File: src/rtl/id_operand_stage.sv
// Decode / operand-fetch stage: decodes register usage, reads the regfile, stalls on
// scoreboarded RAW/WAW hazards and registers operands for execute.
module id_operand_stage #(
  parameter int XLEN       = 64,
  parameter bit WB_SAMECYC = 1'b1
) (
  input  logic            clk,
  input  logic            rst_n,
  input  logic            in_valid,
  output logic            in_ready,
  input  logic [XLEN-1:0] in_pc,
  input  logic [31:0]     in_inst,
  output logic [4:0]      rf_raddr1,
  output logic [4:0]      rf_raddr2,
  input  logic [XLEN-1:0] rf_rdata1,
  input  logic [XLEN-1:0] rf_rdata2,
  input  logic            wb_valid,
  input  logic [4:0]      wb_rd,
  output logic            out_valid,
  input  logic            out_ready,
  output logic [XLEN-1:0] out_pc,
  output logic [31:0]     out_inst,
  output logic [XLEN-1:0] out_rs1_val,
  output logic [XLEN-1:0] out_rs2_val,
  output logic [4:0]      out_rd,
  output logic            out_rd_wen
);

  localparam logic [6:0] OP_LUI    = 7'b0110111;
  localparam logic [6:0] OP_AUIPC  = 7'b0010111;
  localparam logic [6:0] OP_JAL    = 7'b1101111;
  localparam logic [6:0] OP_JALR   = 7'b1100111;
  localparam logic [6:0] OP_LOAD   = 7'b0000011;
  localparam logic [6:0] OP_IMM    = 7'b0010011;
  localparam logic [6:0] OP_OP     = 7'b0110011;
  localparam logic [6:0] OP_IMM32  = 7'b0011011;
  localparam logic [6:0] OP_OP32   = 7'b0111011;
  localparam logic [6:0] OP_SYSTEM = 7'b1110011;
  localparam logic [6:0] OP_BRANCH = 7'b1100011;
  localparam logic [6:0] OP_STORE  = 7'b0100011;

  typedef struct packed {
    logic rs1_used;
    logic rs2_used;
    logic rd_wen;
  } dec_t;

  logic [6:0]  opcode;
  logic [2:0]  funct3;
  logic [4:0]  rs1, rs2, rd;
  dec_t        dec;
  logic [31:0] busy, busy_nxt;
  logic        clr1, clr2, clrd;
  logic        hazard, fire;

  assign opcode    = in_inst[6:0];
  assign rd        = in_inst[11:7];
  assign funct3    = in_inst[14:12];
  assign rs1       = in_inst[19:15];
  assign rs2       = in_inst[24:20];
  assign rf_raddr1 = rs1;
  assign rf_raddr2 = rs2;

  always_comb begin
    dec = '0;
    case (opcode)
      OP_LUI, OP_AUIPC, OP_JAL: dec.rd_wen = 1'b1;
      OP_JALR, OP_LOAD, OP_IMM, OP_IMM32: begin
        dec.rs1_used = 1'b1;
        dec.rd_wen   = 1'b1;
      end
      OP_OP, OP_OP32: begin
        dec.rs1_used = 1'b1;
        dec.rs2_used = 1'b1;
        dec.rd_wen   = 1'b1;
      end
      OP_SYSTEM: begin
        dec.rs1_used = 1'b1;
        dec.rd_wen   = (funct3 != 3'd0);
      end
      OP_BRANCH, OP_STORE: begin
        dec.rs1_used = 1'b1;
        dec.rs2_used = 1'b1;
      end
      default: dec = '0;
    endcase
    if (rd == 5'd0) dec.rd_wen = 1'b0;
  end

  // A same-cycle writeback relies on the regfile's write bypass to deliver fresh data.
  assign clr1 = WB_SAMECYC && wb_valid && (wb_rd == rs1);
  assign clr2 = WB_SAMECYC && wb_valid && (wb_rd == rs2);
  assign clrd = WB_SAMECYC && wb_valid && (wb_rd == rd);

  assign hazard = (dec.rs1_used && (rs1 != 5'd0) && busy[rs1] && !clr1)
                | (dec.rs2_used && (rs2 != 5'd0) && busy[rs2] && !clr2)
                | (dec.rd_wen && busy[rd] && !clrd);

  assign in_ready = rst_n && !hazard && (!out_valid || out_ready);
  assign fire     = in_valid && in_ready;

  // Set is applied after clear so a new producer wins over a retiring one.
  always_comb begin
    busy_nxt = busy;
    if (wb_valid) busy_nxt[wb_rd] = 1'b0;
    if (fire && dec.rd_wen) busy_nxt[rd] = 1'b1;
    busy_nxt[0] = 1'b0;
  end

  always_ff @(posedge clk) begin
    if (!rst_n) busy <= '0;
    else        busy <= busy_nxt;
  end

  always_ff @(posedge clk) begin
    if (!rst_n) begin
      out_valid   <= 1'b0;
      out_pc      <= '0;
      out_inst    <= '0;
      out_rs1_val <= '0;
      out_rs2_val <= '0;
      out_rd      <= '0;
      out_rd_wen  <= 1'b0;
    end else if (fire) begin
      out_valid   <= 1'b1;
      out_pc      <= in_pc;
      out_inst    <= in_inst;
      out_rs1_val <= dec.rs1_used ? rf_rdata1 : '0;
      out_rs2_val <= dec.rs2_used ? rf_rdata2 : '0;
      out_rd      <= rd;
      out_rd_wen  <= dec.rd_wen;
    end else if (out_valid && out_ready) begin
      out_valid <= 1'b0;
    end
  end

endmodule

File: config.mk
export PLATFORM = sky130hd
export DESIGN_NAME = id_operand_stage
export DESIGN_NICKNAME = d
export VERILOG_FILES = /design/src/rtl/id_operand_stage.sv
export SDC_FILE = /design/constraint.sdc
export NUM_CORES = 1
export LEC_CHECK = 0
export BUFFER_PORTS_ARGS = -buffer_cell sky130_fd_sc_hd__buf_2
export CAP_MARGIN = 20
export CELL_PAD_IN_SITES_DETAIL_PLACEMENT = 1
export CELL_PAD_IN_SITES_GLOBAL_PLACEMENT = 1
export CORE_ASPECT_RATIO = 0.5
export CORE_MARGIN = 1
export CORE_UTILIZATION = 35
export CTS_CLUSTER_DIAMETER = 60
export DETAILED_ROUTE_END_ITERATION = 16
export HOLD_SLACK_MARGIN = 0.05
export PLACE_DENSITY = 0.82
export SYNTH_ARGS = -nofsm -noshare
export SYNTH_HDL_FRONTEND = slang
export SYNTH_SLANG_ARGS = --single-unit
File: constraint.sdc
create_clock -name clk -period 3.1 [get_ports clk]
set_input_delay 0.775 -clock clk [delete_from_list [all_inputs] [get_ports clk]]
set_output_delay 0.775 -clock clk [all_outputs]
set_load 0.01 [all_outputs]
==> results.md <==
- Outcome: finished, violations left
- Violations in the final reports: setup timing
- Fraction of synthesis flops using an asynchronous set or reset pin: 0
- Worst hold path class: input pin to register
- Site row count: 46
- Share of the synthesized area in the top cell type: 0.453
- Average wire per standard cell: 19.0 um
- Total count of hold-check failures in the final report: 0
- Routed vias/inst: 4.95
- Static leakage power: 8.17 nW
- Power per cell area: 495 nW/um^2
- Summed area of non-filler cells in the final layout: 15500 um^2
- Number of vias after detailed routing: 10704
- Slew at the pin closest to its max-slew limit: 0.783 ns
- Overall routing resource usage: 0.231
- Number of design-rule violations left by the first detailed-router iteration: 589
- Crit. End Element: output port
- Number of detailed-routing iterations run before antenna repair: 5
- Synthesized area per cell: 9.26 um^2
- Chip Height: 129 um
- Number of fill cells: 3816
- Starting Density: 0.357
- Reg clk slew, reported paths: 0.07 ns
- Wire length of the first global-routing pass: 60600 um
- Post-layout util: 0.486
- Maximum root-to-sink buffer count: 3
- Total detailed-routing wirelength: 41100 um
- Worst-case headroom to the max-slew limit: 0.478
- Syn. warnings: 0
- Max-slew violation count: 0
- Die W: 257 um
- Post-synth cell types: 43
- Share of the clock period used by the worst path after layout: 1.02
- Half-perimeter wire length after detailed placement: 30000 um
- Post-route antenna net violation count: 0
- Net load switching power: 2.01 mW
- CP max FO: 5
- Area overhead of the layout relative to synthesis: 36.2%
- Worst Path Class, Setup: input pin to output port
- Post-synthesis instance area: 11300 um^2
- DRC Markers: 0
- Area of combinational cells with multiple inputs: 5410 um^2
- GRT Residual Overflow: 0
- RSZ-0062 raised after global routing: yes
- Area post-placement: 14500 um^2
- Net count of the finished layout: 1940
- Synthesized flop and latch total: 257
- Peak clock frequency supported by timing: 316 MHz
- Area taken by flip-flops and latches: 5150 um^2
- Sinks on the clock net: 257
- Number of top-level pins: 476
- Most frequently used flop master after synthesis: sky130_fd_sc_hd__dfxtp_1
- Clock tree from TritonCTS: built
- Combinational share of power: 0.132
- Share of final-layout standard cells stronger than drive strength 1: 0.373
- Required arrival time at the worst endpoint: 2.32 ns
- Post-Synthesis Net Count: 1460
- Initial antenna violation count: 2
- Largest cells by area after synthesis: sky130_fd_sc_hd__dfxtp_1, sky130_fd_sc_hd__mux2i_1, sky130_fd_sc_hd__nand2_1, sky130_fd_sc_hd__mux4_2, sky130_fd_sc_hd__inv_1
- Critical-path cell list: buf_4, mux4_2, o22ai_2, a31o_1, nor4_4, a32oi_2, and3_1, buf_2
- Sequential cell area fraction in the yosys report: 0.453
- WP data arrival: 2.39 ns
- Setup Skew: 0.0255 ns
- Number of clock buffers inserted by TritonCTS: 26
- CP max stage cell: sky130_fd_sc_hd__mux4_2
- # H-tree levels: 1
- Switching Fraction: 0.263
- Category of the worst setup path launch point: input pin
- VDD IR-drop max: 0.367 mV
- Total Die Area: 33200 um^2
- Largest net degree at the start of global routing: 131
- Worst setup slack after layout: -0.0613 ns
- Buffers on Ports: 475
- Placer congestion estimate: 0.926
- Internal power: 5.64 mW
- Core footprint: 31800 um^2
- Number of flops mapped to enable cells by yosys: 0
- Post-synthesis instance total: 1226
- Post-CTS repair timing setup buffer count: 0
- Root Driver: sky130_fd_sc_hd__clkbuf_16
- Number of max-capacitance violations reported: 0
- Setup-violating endpoint count in the final report: 1
- Clock network fraction of design power: 0.413
- Leading area contributor after synthesis: sky130_fd_sc_hd__dfxtp_1
- Number of global-route vias before repair: 10788
- Power share of the sequential group: 0.455
- Hold-fix buffers at CTS: 0
- Post-layout minimum cycle time: 3.16 ns
- Worst-skew pair later-pin latency: 0.56 ns
- Crit path largest cell delay: 0.52 ns
-- placed cells by master, fill, tap and decap left out, types with 3 or more instances in the layout --
cell / Yosys / routed
sky130_fd_sc_hd__o211ai_1: 33 / 33
sky130_fd_sc_hd__clkbuf_1: 54 / 7
sky130_fd_sc_hd__buf_12: 0 / 12
sky130_fd_sc_hd__clkbuf_8: 0 / 5
sky130_fd_sc_hd__nand2_1: 369 / 369
sky130_fd_sc_hd__clkbuf_16: 0 / 27
sky130_fd_sc_hd__nor4_2: 0 / 3
sky130_fd_sc_hd__o41ai_2: 4 / 4
sky130_fd_sc_hd__dfxtp_2: 0 / 8
sky130_fd_sc_hd__buf_4: 39 / 71
sky130_fd_sc_hd__o41ai_1: 27 / 27
sky130_fd_sc_hd__xor2_1: 12 / 10
sky130_fd_sc_hd__nand3_1: 13 / 13
sky130_fd_sc_hd__buf_2: 8 / 468
sky130_fd_sc_hd__mux4_2: 20 / 20
sky130_fd_sc_hd__xnor2_1: 3 / 3
sky130_fd_sc_hd__inv_1: 92 / 92
sky130_fd_sc_hd__o2111ai_1: 3 / 3
sky130_fd_sc_hd__diode_2: 0 / 6
sky130_fd_sc_hd__clkinv_2: 0 / 4
sky130_fd_sc_hd__nor2_1: 10 / 8
sky130_fd_sc_hd__dfxtp_1: 257 / 249
sky130_fd_sc_hd__nand3b_1: 7 / 7
sky130_fd_sc_hd__mux2i_1: 233 / 233
sky130_fd_sc_hd__a311oi_1: 4 / 3
-- state kept, by name (all words and copies together) (netlist names) --
signal,count
out_rs2_val,64
busy,31
out_inst,32
out_pc,64
out_valid,1
out_rs1_val,64
out_rd_wen,1
-- layout make-up --
class	count	share of cell area
multi-input combinational	771	0.350
clock buffer	38	0.0490
tap	432	0.0350
clock inverter	7	0.00429
inverter	96	0.0233
sequential	257	0.334
antenna	6	0.000972
timing repair buffer	554	0.204
-- power by group through the flow --
stage | combinational [mW] | sequential (mW) | clock [mW]
finish | 1.01 | 3.48 | 3.16
global route | 1.08 | 3.50 | 3.39
CTS | 1.01 | 3.48 | 3.26
detailed placement | 0.987 | 3.56 | 0
global placement | 0.968 | 3.55 | 0
floorplan | 0.462 | 3.61 | 0
-- cells in the mapped netlist (4+ instances only) --
| cell type | count |
|---|---|
| sky130_fd_sc_hd__a311oi_1 | 4 |
| sky130_fd_sc_hd__buf_2 | 8 |
| sky130_fd_sc_hd__buf_4 | 39 |
| sky130_fd_sc_hd__clkbuf_1 | 54 |
| sky130_fd_sc_hd__dfxtp_1 | 257 |
| sky130_fd_sc_hd__inv_1 | 92 |
| sky130_fd_sc_hd__mux2i_1 | 233 |
| sky130_fd_sc_hd__mux4_2 | 20 |
| sky130_fd_sc_hd__nand2_1 | 369 |
| sky130_fd_sc_hd__nand3_1 | 13 |
| sky130_fd_sc_hd__nand3b_1 | 7 |
| sky130_fd_sc_hd__nor2_1 | 10 |
| sky130_fd_sc_hd__nor4_1 | 6 |
| sky130_fd_sc_hd__o211ai_1 | 33 |
| sky130_fd_sc_hd__o41ai_1 | 27 |
| sky130_fd_sc_hd__o41ai_2 | 4 |
| sky130_fd_sc_hd__xor2_1 | 12 |
-- logic make-up after synthesis --
| group | synth area share |
|---|---|
| AND/OR/NAND/NOR | 0.146 |
| XOR/XNOR | 0.0116 |
| buffers and inverters | 0.0799 |
| flip-flops | 0.453 |
| multiplexers | 0.246 |
| AO/OA/AOI/OAI | 0.0632 |
-- per-stage QoR --
step	hold WS, ns	setup slack, ns	cells	power, mW	setup TNS [ns]
after detailed placement	0.450	-0.250	2110	4.54	-35.34
after global routing	0.444	-0.129	2156	7.97	-0.129
final	0.453	-0.0613	2161	7.66	-0.0613
after CTS	0.433	-0.0581	2155	7.74	-0.0581
after global placement	0.441	-0.233	2110	4.52	-22.43
after floorplan	0.482	0.118	1226	4.07	0
-- what timing repair did --
action,in CTS,in global routing
pin swaps,4,4
gates resized for setup,17,17
setup endpoints to repair,1,1
-- worst max-delay path, delay by kind of cell --
| kind | cells | cell delay, ns |
|---|---|---|
| and+or+nand+nor | 2 | 0.25 |
| muxes | 1 | 0.52 |
| AOI/OAI and AO/OA | 3 | 0.59 |
| buffers and inverters | 2 | 0.25 |
-- layer usage --
metal / global-route usage / vias up / wire length [um]
li1: - / 5049 / -
met3: 0.0448 / 94 / 1900
met4: 0.0942 / 0 / 1450
met1: 0.266 / 5242 / 16200
met2: 0.424 / 319 / 21500
met5: 0 / - / 0
-- path summary, 6_finish.rpt --
check                           startpoint  depth (start not counted)               to  slack, ns
worst max-delay path            in_inst[7]                          8         in_ready      -0.06
worst min-delay path             in_pc[63]                          3       out_pc[63]       0.45
worst max register to register    busy[17]                          9  out_rs2_val[47]       0.49
worst min register to register   out_pc[2]                          2        out_pc[2]       0.45
Power figures use the tool's default switching activity.
